### config.mk
export PLATFORM = sky130hd
export DESIGN_NAME = audio_sample_feeder
export DESIGN_NICKNAME = d
export VERILOG_FILES = /design/src/rtl/audio_feeder_pkg.sv /design/src/rtl/audio_sync_fifo.sv /design/src/rtl/audio_sample_feeder.sv
export SDC_FILE = /design/constraint.sdc
export NUM_CORES = 1
export LEC_CHECK = 0
export BUFFER_PORTS_ARGS = -buffer_cell sky130_fd_sc_hd__buf_2
export CAP_MARGIN = 20
export CORE_MARGIN = 3
export CORE_UTILIZATION = 45
export DETAILED_ROUTE_END_ITERATION = 6
export HOLD_SLACK_MARGIN = 0.05
export SYNTH_ARGS = -nofsm -noshare
export SYNTH_HDL_FRONTEND = slang
export SYNTH_SLANG_ARGS = --single-unit
### constraint.sdc
create_clock -name iCLK_18_4 -period 6 [get_ports iCLK_18_4]
set_input_delay 0.3 -clock iCLK_18_4 [delete_from_list [all_inputs] [get_ports iCLK_18_4]]
set_output_delay 0.3 -clock iCLK_18_4 [all_outputs]
set_load 0.005 [all_outputs]
### src/rtl/audio_feeder_pkg.sv
// Shared types and constants for the audio sample feeder and its FIFO.
package audio_feeder_pkg;

    localparam int DATA_WIDTH = 16;

    typedef enum logic [1:0] {
        F_IDLE  = 2'd0,
        F_REQ   = 2'd1,
        F_FLUSH = 2'd2
    } fetch_state_t;

    typedef enum logic [1:0] {
        O_IDLE = 2'd0,
        O_POPL = 2'd1,
        O_POPR = 2'd2
    } out_state_t;

    // Last valid word address of the playback region; the fetch address wraps after it.
    function automatic int unsigned wrap_limit(input int unsigned sample_num);
        return sample_num - 1;
    endfunction

endpackage

### src/rtl/audio_sync_fifo.sv
// Single-clock FIFO with synchronous active-low reset and a one-cycle flush.
// Popping an empty FIFO is ignored, so a flush racing the output FSM stays safe.
module audio_sync_fifo #(
    parameter int DATA_WIDTH = audio_feeder_pkg::DATA_WIDTH,
    parameter int FIFO_AW    = 4
) (
    input  logic                  i_clk,
    input  logic                  i_rst_n,
    input  logic                  i_flush,
    input  logic                  i_push,
    input  logic [DATA_WIDTH-1:0] i_data,
    input  logic                  i_pop,
    output logic [DATA_WIDTH-1:0] o_head,
    output logic [FIFO_AW:0]      o_level
);

    localparam int DEPTH = 1 << FIFO_AW;
    localparam logic [FIFO_AW:0] L_FULL = (FIFO_AW + 1)'(DEPTH);

    logic [DATA_WIDTH-1:0] r_mem [DEPTH];
    logic [FIFO_AW-1:0]    r_wr_ptr;
    logic [FIFO_AW-1:0]    r_rd_ptr;
    logic [FIFO_AW:0]      r_level;
    logic                  w_do_pop;

    assign w_do_pop = i_pop && (r_level != '0);

    // NOTE: the storage array has no reset; pointers and level alone decide which entries are valid.
    always_ff @(posedge i_clk) begin
        if (i_push)
            r_mem[r_wr_ptr] <= i_data;
    end

    // NOTE: sequential state uses non-blocking assignments so every register samples pre-edge values.
    always_ff @(posedge i_clk) begin
        if (!i_rst_n || i_flush) begin
            r_wr_ptr <= '0;
            r_rd_ptr <= '0;
            r_level  <= '0;
        end else begin
            if (i_push)
                r_wr_ptr <= r_wr_ptr + 1'b1;
            if (w_do_pop)
                r_rd_ptr <= r_rd_ptr + 1'b1;
            case ({i_push, w_do_pop})
                2'b10:   r_level <= r_level + 1'b1;
                2'b01:   r_level <= r_level - 1'b1;
                default: r_level <= r_level;
            endcase
        end
    end

    a_no_overflow: assert property (@(posedge i_clk) disable iff (!i_rst_n)
        !(i_push && !w_do_pop && (r_level == L_FULL)));

    assign o_head  = r_mem[r_rd_ptr];
    assign o_level = r_level;

endmodule

### src/rtl/audio_sample_feeder.sv
// Flow-controlled PCM source: fetch FSM fills a FIFO from memory, output FSM serves sample pairs.
// Build option: define MONO_DUP_EN to treat each word as a mono sample sent to both channels.
module audio_sample_feeder
    import audio_feeder_pkg::*;
#(
    parameter int ADDR_WIDTH = 22,
    parameter int DATA_WIDTH = audio_feeder_pkg::DATA_WIDTH,
    parameter int FIFO_AW    = 4,
    parameter int SAMPLE_NUM = 4194304
) (
    input  logic                  iCLK_18_4,
    input  logic                  iRST_N,
    input  logic                  iEnable,
    output logic [ADDR_WIDTH-1:0] oMEM_ADDR,
    output logic                  oMEM_RD,
    input  logic                  iMEM_VALID,
    input  logic [DATA_WIDTH-1:0] iMEM_DATA,
    input  logic                  iSample_Req,
    output logic [DATA_WIDTH-1:0] oLeft,
    output logic [DATA_WIDTH-1:0] oRight,
    output logic                  oSample_Valid,
    output logic                  oUnderrun,
    output logic [FIFO_AW:0]      oFifo_Level
);

    localparam int DEPTH = 1 << FIFO_AW;
    localparam logic [FIFO_AW:0]      L_FILL_MAX  = (FIFO_AW + 1)'(DEPTH - 2);
    localparam logic [ADDR_WIDTH-1:0] L_ADDR_LAST = ADDR_WIDTH'(wrap_limit(SAMPLE_NUM));
`ifdef MONO_DUP_EN
    localparam logic [FIFO_AW:0]      L_PAIR_MIN  = (FIFO_AW + 1)'(1);
`else
    localparam logic [FIFO_AW:0]      L_PAIR_MIN  = (FIFO_AW + 1)'(2);
`endif

    fetch_state_t          r_fetch_state;
    logic [ADDR_WIDTH-1:0] r_addr;
    logic                  r_rd;
    logic                  r_abort;
    out_state_t            r_out_state;
    logic                  r_mute;
    logic [DATA_WIDTH-1:0] r_left_hold;
    logic [DATA_WIDTH-1:0] r_left;
    logic [DATA_WIDTH-1:0] r_right;
    logic                  r_valid;
    logic                  r_underrun;

    logic                  w_abort;
    logic                  w_push;
    logic                  w_pop;
    logic                  w_flush;
    logic                  w_req_accept;
    logic [DATA_WIDTH-1:0] w_head;
    logic [FIFO_AW:0]      w_level;

    // A response for a request that saw iEnable drop is drained and thrown away.
    assign w_abort      = r_abort || !iEnable;
    assign w_push       = (r_fetch_state == F_REQ) && iMEM_VALID && !w_abort;
    assign w_flush      = (r_fetch_state == F_FLUSH);
    assign w_req_accept = (r_out_state == O_IDLE) && iSample_Req;
`ifdef MONO_DUP_EN
    assign w_pop = !r_mute && (r_out_state == O_POPL);
`else
    assign w_pop = !r_mute && ((r_out_state == O_POPL) || (r_out_state == O_POPR));
`endif

    audio_sync_fifo #(
        .DATA_WIDTH (DATA_WIDTH),
        .FIFO_AW    (FIFO_AW)
    ) u_fifo (
        .i_clk   (iCLK_18_4),
        .i_rst_n (iRST_N),
        .i_flush (w_flush),
        .i_push  (w_push),
        .i_data  (iMEM_DATA),
        .i_pop   (w_pop),
        .o_head  (w_head),
        .o_level (w_level)
    );

    always_ff @(posedge iCLK_18_4) begin
        if (!iRST_N) begin
            r_fetch_state <= F_IDLE;
            r_addr        <= '0;
            r_rd          <= 1'b0;
            r_abort       <= 1'b0;
        end else begin
            case (r_fetch_state)
                F_IDLE: begin
                    if (!iEnable) begin
                        r_fetch_state <= F_FLUSH;
                    end else if (w_level <= L_FILL_MAX) begin
                        r_fetch_state <= F_REQ;
                        r_rd          <= 1'b1;
                        r_abort       <= 1'b0;
                    end
                end
                F_REQ: begin
                    if (!iEnable)
                        r_abort <= 1'b1;
                    if (iMEM_VALID) begin
                        r_rd <= 1'b0;
                        if (w_abort) begin
                            r_fetch_state <= F_FLUSH;
                        end else begin
                            r_addr        <= (r_addr == L_ADDR_LAST) ? '0 : r_addr + 1'b1;
                            r_fetch_state <= F_IDLE;
                        end
                    end
                end
                F_FLUSH: begin
                    r_addr        <= '0;
                    r_fetch_state <= F_IDLE;
                end
                default: r_fetch_state <= F_IDLE;
            endcase
        end
    end

    // Mute/underrun is decided once at request time; the pops follow in POPL/POPR.
    always_ff @(posedge iCLK_18_4) begin
        if (!iRST_N) begin
            r_out_state <= O_IDLE;
            r_mute      <= 1'b0;
            r_left_hold <= '0;
            r_left      <= '0;
            r_right     <= '0;
            r_valid     <= 1'b0;
            r_underrun  <= 1'b0;
        end else begin
            r_valid <= 1'b0;
            case (r_out_state)
                O_IDLE: begin
                    if (iSample_Req) begin
                        r_out_state <= O_POPL;
                        r_mute      <= !iEnable || (w_level < L_PAIR_MIN);
                    end
                end
                O_POPL: begin
                    r_left_hold <= w_head;
                    r_out_state <= O_POPR;
                end
                O_POPR: begin
                    if (r_mute) begin
                        r_left  <= '0;
                        r_right <= '0;
                    end else begin
`ifdef MONO_DUP_EN
                        r_left  <= r_left_hold;
                        r_right <= r_left_hold;
`else
                        r_left  <= r_left_hold;
                        r_right <= w_head;
`endif
                    end
                    r_valid     <= 1'b1;
                    r_out_state <= O_IDLE;
                end
                default: r_out_state <= O_IDLE;
            endcase

            if (w_flush)
                r_underrun <= 1'b0;
            if (w_req_accept && iEnable && (w_level < L_PAIR_MIN))
                r_underrun <= 1'b1;
        end
    end

    assign oMEM_ADDR     = r_addr;
    assign oMEM_RD       = r_rd;
    assign oLeft         = r_left;
    assign oRight        = r_right;
    assign oSample_Valid = r_valid;
    assign oUnderrun     = r_underrun;
    assign oFifo_Level   = w_level;

endmodule

== After elaboration in Yosys (flattened, before gate mapping) ==
Memory sizes are Yosys's and may differ from the RTL's. A register that Yosys moved wholly into a read port is not among the register bits.
Index checks and enable logic that the tools add are counted.

* Add/subtract/negate cells: 5
* Order comparisons: 2
* Eq/ne operators: 14
* Mux-type cells: 29
* Reduce and logical (&&, ||, !) cells: 27

{| class="wikitable"
|+ Operators by type and width
! cell !! number
|-
| $mux W22 || 3
|-
| $pmux W22 S2 || 1
|-
| $mux W16 || 2
|-
| $add A22 B1 Y22 const B || 1
|-
| $eq A22 B22 Y1 const B || 1
|-
| $ne A2 B2 Y1 const B || 6
|-
| $mux W1 || 11
|-
| $mux W2 || 5
|-
| $pmux W5 S2 || 1
|-
| $add A4 B1 Y4 const B || 2
|-
| $mux W4 || 2
|-
| $pmux W2 S2 || 2
|-
| $reduce_and A4 Y1 || 2
|-
| $reduce_bool A2 Y1 || 4
|-
| $logic_and A1 B1 Y1 || 7
|-
| $eq A2 B1 Y1 const B || 3
|-
| $eq A2 B2 Y1 const B || 3
|-
| $add A5 B1 Y5 const B || 1
|-
| $le A5 B4 Y1 const B || 1
|-
| $lt A5 B2 Y1 const B || 1
|-
| $reduce_bool A5 Y1 || 1
|-
| $sub A5 B1 Y5 const B || 1
|-
| $logic_not A1 Y1 || 4
|-
| $logic_not A2 Y1 || 2
|-
| 5 further kinds || 10
|}

* Flip-flop bits (word level): 92
* Bits in writable memories: 256
* Bits of input ports: 21
* Output and inout port bits: 62
* Logic and storage cells: 92
* Memories kept: 1

{| class="wikitable"
|+ Memories
! name !! words !! width !! rd ports !! clocked after memory_dff !! wr ports !! RTL line !! RTL
|-
| u_fifo.r_mem || 16 || 16 || 1 || 1 || 1 || audio_sync_fifo.sv:20 || <nowiki>logic [DATA_WIDTH-1:0] r_mem [DEPTH];</nowiki>
|}

== Depth between registers and ports, before layout ==
* Depth after elaboration: 6
* Mapped depth: 12
* Depth with buffers taken out: 12

== By module ==
Synthesis repeated with hierarchy kept, for this count alone.

* Cells, all modules: 890
* Area, all modules: 14039.7 µm²

{| class="wikitable"
|+ Modules (own cells, without submodules)
! module !! times used !! cells each !! area each (µm²)
|-
| audio_sync_fifo || 1 || 509 || 10601.4
|-
| audio_sample_feeder || 1 || 381 || 3438.3
|}

== Worst setup path after synthesis ==
No wires, ideal clock.

* Path kind: register to register
* From: register u_fifo.r_level[1], in the netlist u_fifo.o_level[1]
* To: register u_fifo.r_level[4], in the netlist u_fifo.o_level[4]
* Data arrival time: 2.666 ns
* Slack: 3.262 ns
* Cell stages (with the launch flop): 12
* Buffers on the path: 1
* Path through: dfxtp_1 -> clkbuf_1 -> nor4_1 -> a21oi_1 -> ha_1 -> xor2_1 -> ha_1 -> a211o_1 -> a21oi_1 -> a221oi_1 -> or3_1 -> a21oi_1

* Word-level cells in the longest chain between the ends: 4
* Elaborated cells on any way between the ends: 8
* Those cells by class: add/sub: 2; eq/ne: 2; mux: 1; reduce/logical: 3

{| class="wikitable"
|+ Ends and longest elaborated chain
! element !! RTL line !! RTL
|-
| start, declared || audio_sync_fifo.sv:23 || <nowiki>logic [FIFO_AW:0] r_level;</nowiki>
|-
| start signal, assigned || audio_sync_fifo.sv:46 || <nowiki>2'b10: r_level <= r_level + 1'b1;</nowiki>
|-
| start signal, assigned || audio_sync_fifo.sv:47 || <nowiki>2'b01: r_level <= r_level - 1'b1;</nowiki>
|-
| start signal, assigned || audio_sync_fifo.sv:48 || <nowiki>default: r_level <= r_level;</nowiki>
|-
| branches (longest 4 deep; another with $sub A5 B1 Y5) || -- ||
|}

Several ways; the timed one is not identified.
A chain may end at the register's enable or synchronous reset.

== Final worst setup path ==
* From: register r_fetch_state[0]
* To: register u_fifo.r_level[4], in the netlist u_fifo.o_level[4]

* Word-level cells in the longest chain between the ends: 5
* Elaborated cells on any way between the ends: 9
* Those cells by class: eq/ne: 4; mux: 1; reduce/logical: 4

{| class="wikitable"
|+ Ends and longest elaborated chain
! element !! RTL line !! RTL
|-
| start, declared || audio_sample_feeder.sv:35 || <nowiki>fetch_state_t r_fetch_state;</nowiki>
|-
| start signal, assigned || audio_sample_feeder.sv:82 || <nowiki>r_fetch_state <= F_IDLE;</nowiki>
|-
| start signal, assigned || audio_sample_feeder.sv:90 || <nowiki>r_fetch_state <= F_FLUSH;</nowiki>
|-
| start signal, assigned || audio_sample_feeder.sv:92 || <nowiki>r_fetch_state <= F_REQ;</nowiki>
|-
| $eq A2 B1 Y1 || audio_sample_feeder.sv:57 || <nowiki>assign w_push = (r_fetch_state == F_REQ) && iMEM_VALID && !w_abort;</nowiki>
|-
| $logic_and A1 B1 Y1 (2 in series) || audio_sample_feeder.sv:57 ||
|-
| $eq A2 B1 Y1 / $eq A2 B2 Y1 (equally long branches) || audio_sync_fifo.sv:45 || <nowiki>case ({i_push, w_do_pop})</nowiki>
|-
| $pmux W5 S2 / $reduce_bool A2 Y1 (equally long branches) || -- ||
|}

Several ways; a longest one is shown, not always the timed one.

==> summary by stage <==
Outcome
The run finished with clean final reports.

CTS
In this run the number of H-tree levels came out at 2. The number of instances resized during post-cts repair is 0. The hold buffer count at CTS is 0.

The buffer cell driving the clock tree root is sky130_fd_sc_hd__clkbuf_16. The clock net in this run drives a total of about 350 sinks. The maximum clock path buffer count is 3. Clock latency on the worst-skew pair, taken at its later pin, is ~520 ps. After clock tree synthesis, the clock-pin slew on the worst setup and hold paths is around 50 ps.

Buffers inserted during clock tree synthesis total 38. Buffers added to address setup during post-CTS repair amount to 0. The TritonCTS clock tree is done.

Die
During I/O placement, the number of pins put on the boundary was 83. The overall die height is around 180 um. The width of the chip is 180.5 um. The initial core utilization is 0.4597.

The core region is 0.02980 mm^2. After floorplanning, the core was divided into 63 placement rows. The die outline area is 0.03257 mm^2.

Global routing
The number of global-route vias before repair is ~7500. The initial antenna violation count is 0. The total overflow left after global routing is 0. For this run, the total global-route usage over all layers was measured as 0.1735. The maximum number of pins on one net before global-route repair is 46. The first global-routing pass estimated about 44000 um of wire.

Synthesis
The number of nets produced by synthesis is 889. The adder-cell share of the synthesized area is 0.01370. The summed instance area of the synthesized netlist is between 0.01 and 0.015 mm^2. The portion of synthesized area spent on multiplexers is 0.1206.

After synthesis, the largest family of logic cells by area is multiplexers. The biggest area consumer among synthesized cells is sky130_fd_sc_hd__edfxtp_1. The sequential share of the synthesized area is 0.7015.

The leading register cell type out of synthesis is sky130_fd_sc_hd__edfxtp_1. Of the total synthesized cell area, the portion taken by XOR and XNOR cells is 0.01279. After synthesis, the cell types taking the most area are sky130_fd_sc_hd__edfxtp_1 56%, sky130_fd_sc_hd__dfxtp_1 14%, sky130_fd_sc_hd__mux4_2 11%.

The average instance in the mapped netlist occupies roughly 16 um^2. The number of distinct library cells after synthesis is around 50. Of the post-synthesis cell area, the dominant cell type holds 0.5612.

The Yosys step of the flow raised 0 warnings. The number of synthesized flops with an enable pin is 256. The instance count of the mapped netlist is ~850. The synthesized-area fraction occupied by ao, oa, aoi and oai cells is 0.05590. Of the total synthesized cell area, the portion taken by AND, OR, NAND and NOR gates is 0.07928. The share of async-settable or async-resettable flops after synthesis is 0. The count of state elements after synthesis is around 350.

Detailed routing
The via count is about 7500. The routed wire length per instance is between 20 and 25 um. The final antenna-violating net count is 0. The via density per instance is between 5 and 6. The DRC violation count after routing is 0. The iteration-0 DRC count of the detailed router is 627. The total wire length is 28560 um. The number of iterations in the first detailed-routing pass is 5.

Worst setup path
The largest stage delay on the critical path is between 500 and 600 ps. The cell with the largest stage delay on the worst path is sky130_fd_sc_hd__nor2_1. The data required time of the critical path is 6420 ps.

The worst setup path is launched from a flop. The arrival time at the worst endpoint is 3670 ps. The reg2reg setup slack is 2750 ps.

STA classifies the critical path endpoint as a flop. In this run the number of cells on the critical path is 11. The setup path with the least slack is of type reg2reg.

Walking the worst path, the cells encountered are nand3b_1 > nor2_1 > inv_1 > ha_1 > xor2_1 > ha_1 > a211o_1 > a21oi_1 > a221oi_1 > or3_1 > a21oi_1. The count of buffer and inverter cells on the critical path is 1. Of all nets on the critical path, the largest fanout is 11.

The cell depth of the worst flop-to-flop path is 11. The top cell family by delay on the critical path is simple AND/OR/NAND/NOR gates.

Placement
The HPWL after detailed placement is roughly 17000 um. The number of port buffers is 82. The worst setup timing slack at the placement stage is 2776 ps.

The global placement routability congestion is about 0.77.

Cells and area
The final-stage net count is a little under 1000. Leaving out fill and tap cells, the most frequent cells in the layout are 256 x sky130_fd_sc_hd__edfxtp_1, 94 x sky130_fd_sc_hd__dfxtp_1, 82 x sky130_fd_sc_hd__buf_2, 64 x sky130_fd_sc_hd__mux4_2, 57 x sky130_fd_sc_hd__nor2_1. The share of post-route cells with drive strength above 1 is 0.2546.

The repair_antennas step left the layout with diodes totalling 0. Once layout is complete, the utilization of the core stands at 0.5357. The area growth from synthesis to layout is 16.51%.

Leaving out fill and tap cells, the most frequent cell in the layout is sky130_fd_sc_hd__edfxtp_1.

Worst hold path
The worst hold path passes through 2 cells. The type of the worst min-delay path is in2reg.

Power and ir drop
Power spread over the standard cell area amounts to ~320 mW/mm^2. For this design the static power due to leakage is about 0.0054 uW. The largest voltage drop on the vdd net is ~0.00023 V.

STA
For the finished layout, the period the worst path requires is about 3300 ps. The setup skew after layout is between 20 and 25 ps. The final-report setup violation count is 0. The worst slew margin relative to its limit is 0.2833. Setup repair after global routing left no endpoint under its margin. After routing, the total negative slack on setup checks comes to 0 ps. Based on the critical path, the design can be clocked at up to 307.4 MHz. The number of hold violations in the final report is 0. The count of final max-slew check failures is 0. In the finished design, the share of the clock period the worst path needs comes to 0.5422.

For the pin with the worst max-slew slack, the measured transition is 1075 ps. Across all setup checks in the final design, the least slack found is between 2000 and 3000 ps.

Flow run
The max-capacitance violation count is 0.
==> registers in the layout (all words and copies together), names as in the netlist, named ones only <==
signal,count
oUnderrun,1
r_mute,1
r_fetch_state,2
r_abort,1
u_fifo.r_rd_ptr,4
oLeft,16
u_fifo.r_mem,256
u_fifo.r_wr_ptr,4
oRight,16
u_fifo.o_level,5
oMEM_ADDR,22
r_out_state,2
oSample_Valid,1
oMEM_RD,1
r_left_hold,16
==> final timing paths <==
check | start | end
worst max-delay path | r_fetch_state[0] | u_fifo.o_level[4]
worst min register to register | oLeft[3] | oLeft[3]
worst min-delay path | iEnable | r_fetch_state[1]
worst max register to register | r_fetch_state[0] | u_fifo.o_level[4]
==> power breakdown <==
part           total [uW]  internal [uW]  switching, uW
clock network        2350           1420            926
registers            2660           2630           23.3
logic                 179           70.7            108
==> cells by family (layout without fill, tap and decap cells) <==
kind of cell    count (synthesis)  count (layout)
compound gates                111             111
mux                            85              85
xor+xnor                       20              20
buf+inv                        57             186
fa+ha+maj                      15              15
flops                         352             352
simple gates                  213             213
==> metal layers <==
metal,wire [um],track usage,share of wire,up-vias
li1,-,-,-,3514
met1,13020,0.2466,0.46,3753
met2,13480,0.2808,0.47,203
met3,1604,0.03310,0.056,41
met4,462,0.04053,0.016,0
met5,0,0,0,-
==> through the flow <==
stage,power [uW],hold WS (ps),cells,cell area (um^2)
6_report,5182,97.92,1372,15960
3_3_place_gp,2884,452.5,1299,14620
2_1_floorplan,2815,398.9,853,13700
5_1_grt,5367,103.4,1372,15960
4_1_cts,5242,80.16,1370,15930
3_5_place_dp,2888,459.0,1301,14660
==> area by class of cell <==
class / instances / area, um^2
inverters: 11 / 41.29
flip-flops and latches: 352 / 9614
multi-input cells: 444 / 3916
clock buffers: 45 / 1008
repair buffers: 106 / 625.6
clock inverters: 24 / 266.5
fillers: 2390 / 13840
well taps: 390 / 488.0
==> Yosys cell counts, drive strengths merged, types with 3 or more instances <==
library cell	n
nor3	9
xnor2	8
nand2	37
and3	3
edfxtp	256
nor2	69
nand4	13
nand3	14
nor2b	12
a21oi	31
or3	6
nand3b	13
a22o	17
nand2b	23
a22oi	34
dfxtp	96
ha	15
xor2	12
nor4	4
inv	11
o21ai	8
buf	16
clkbuf	30
mux4	64
and2	3
mux2i	21
(Power assumes the default switching activity.)
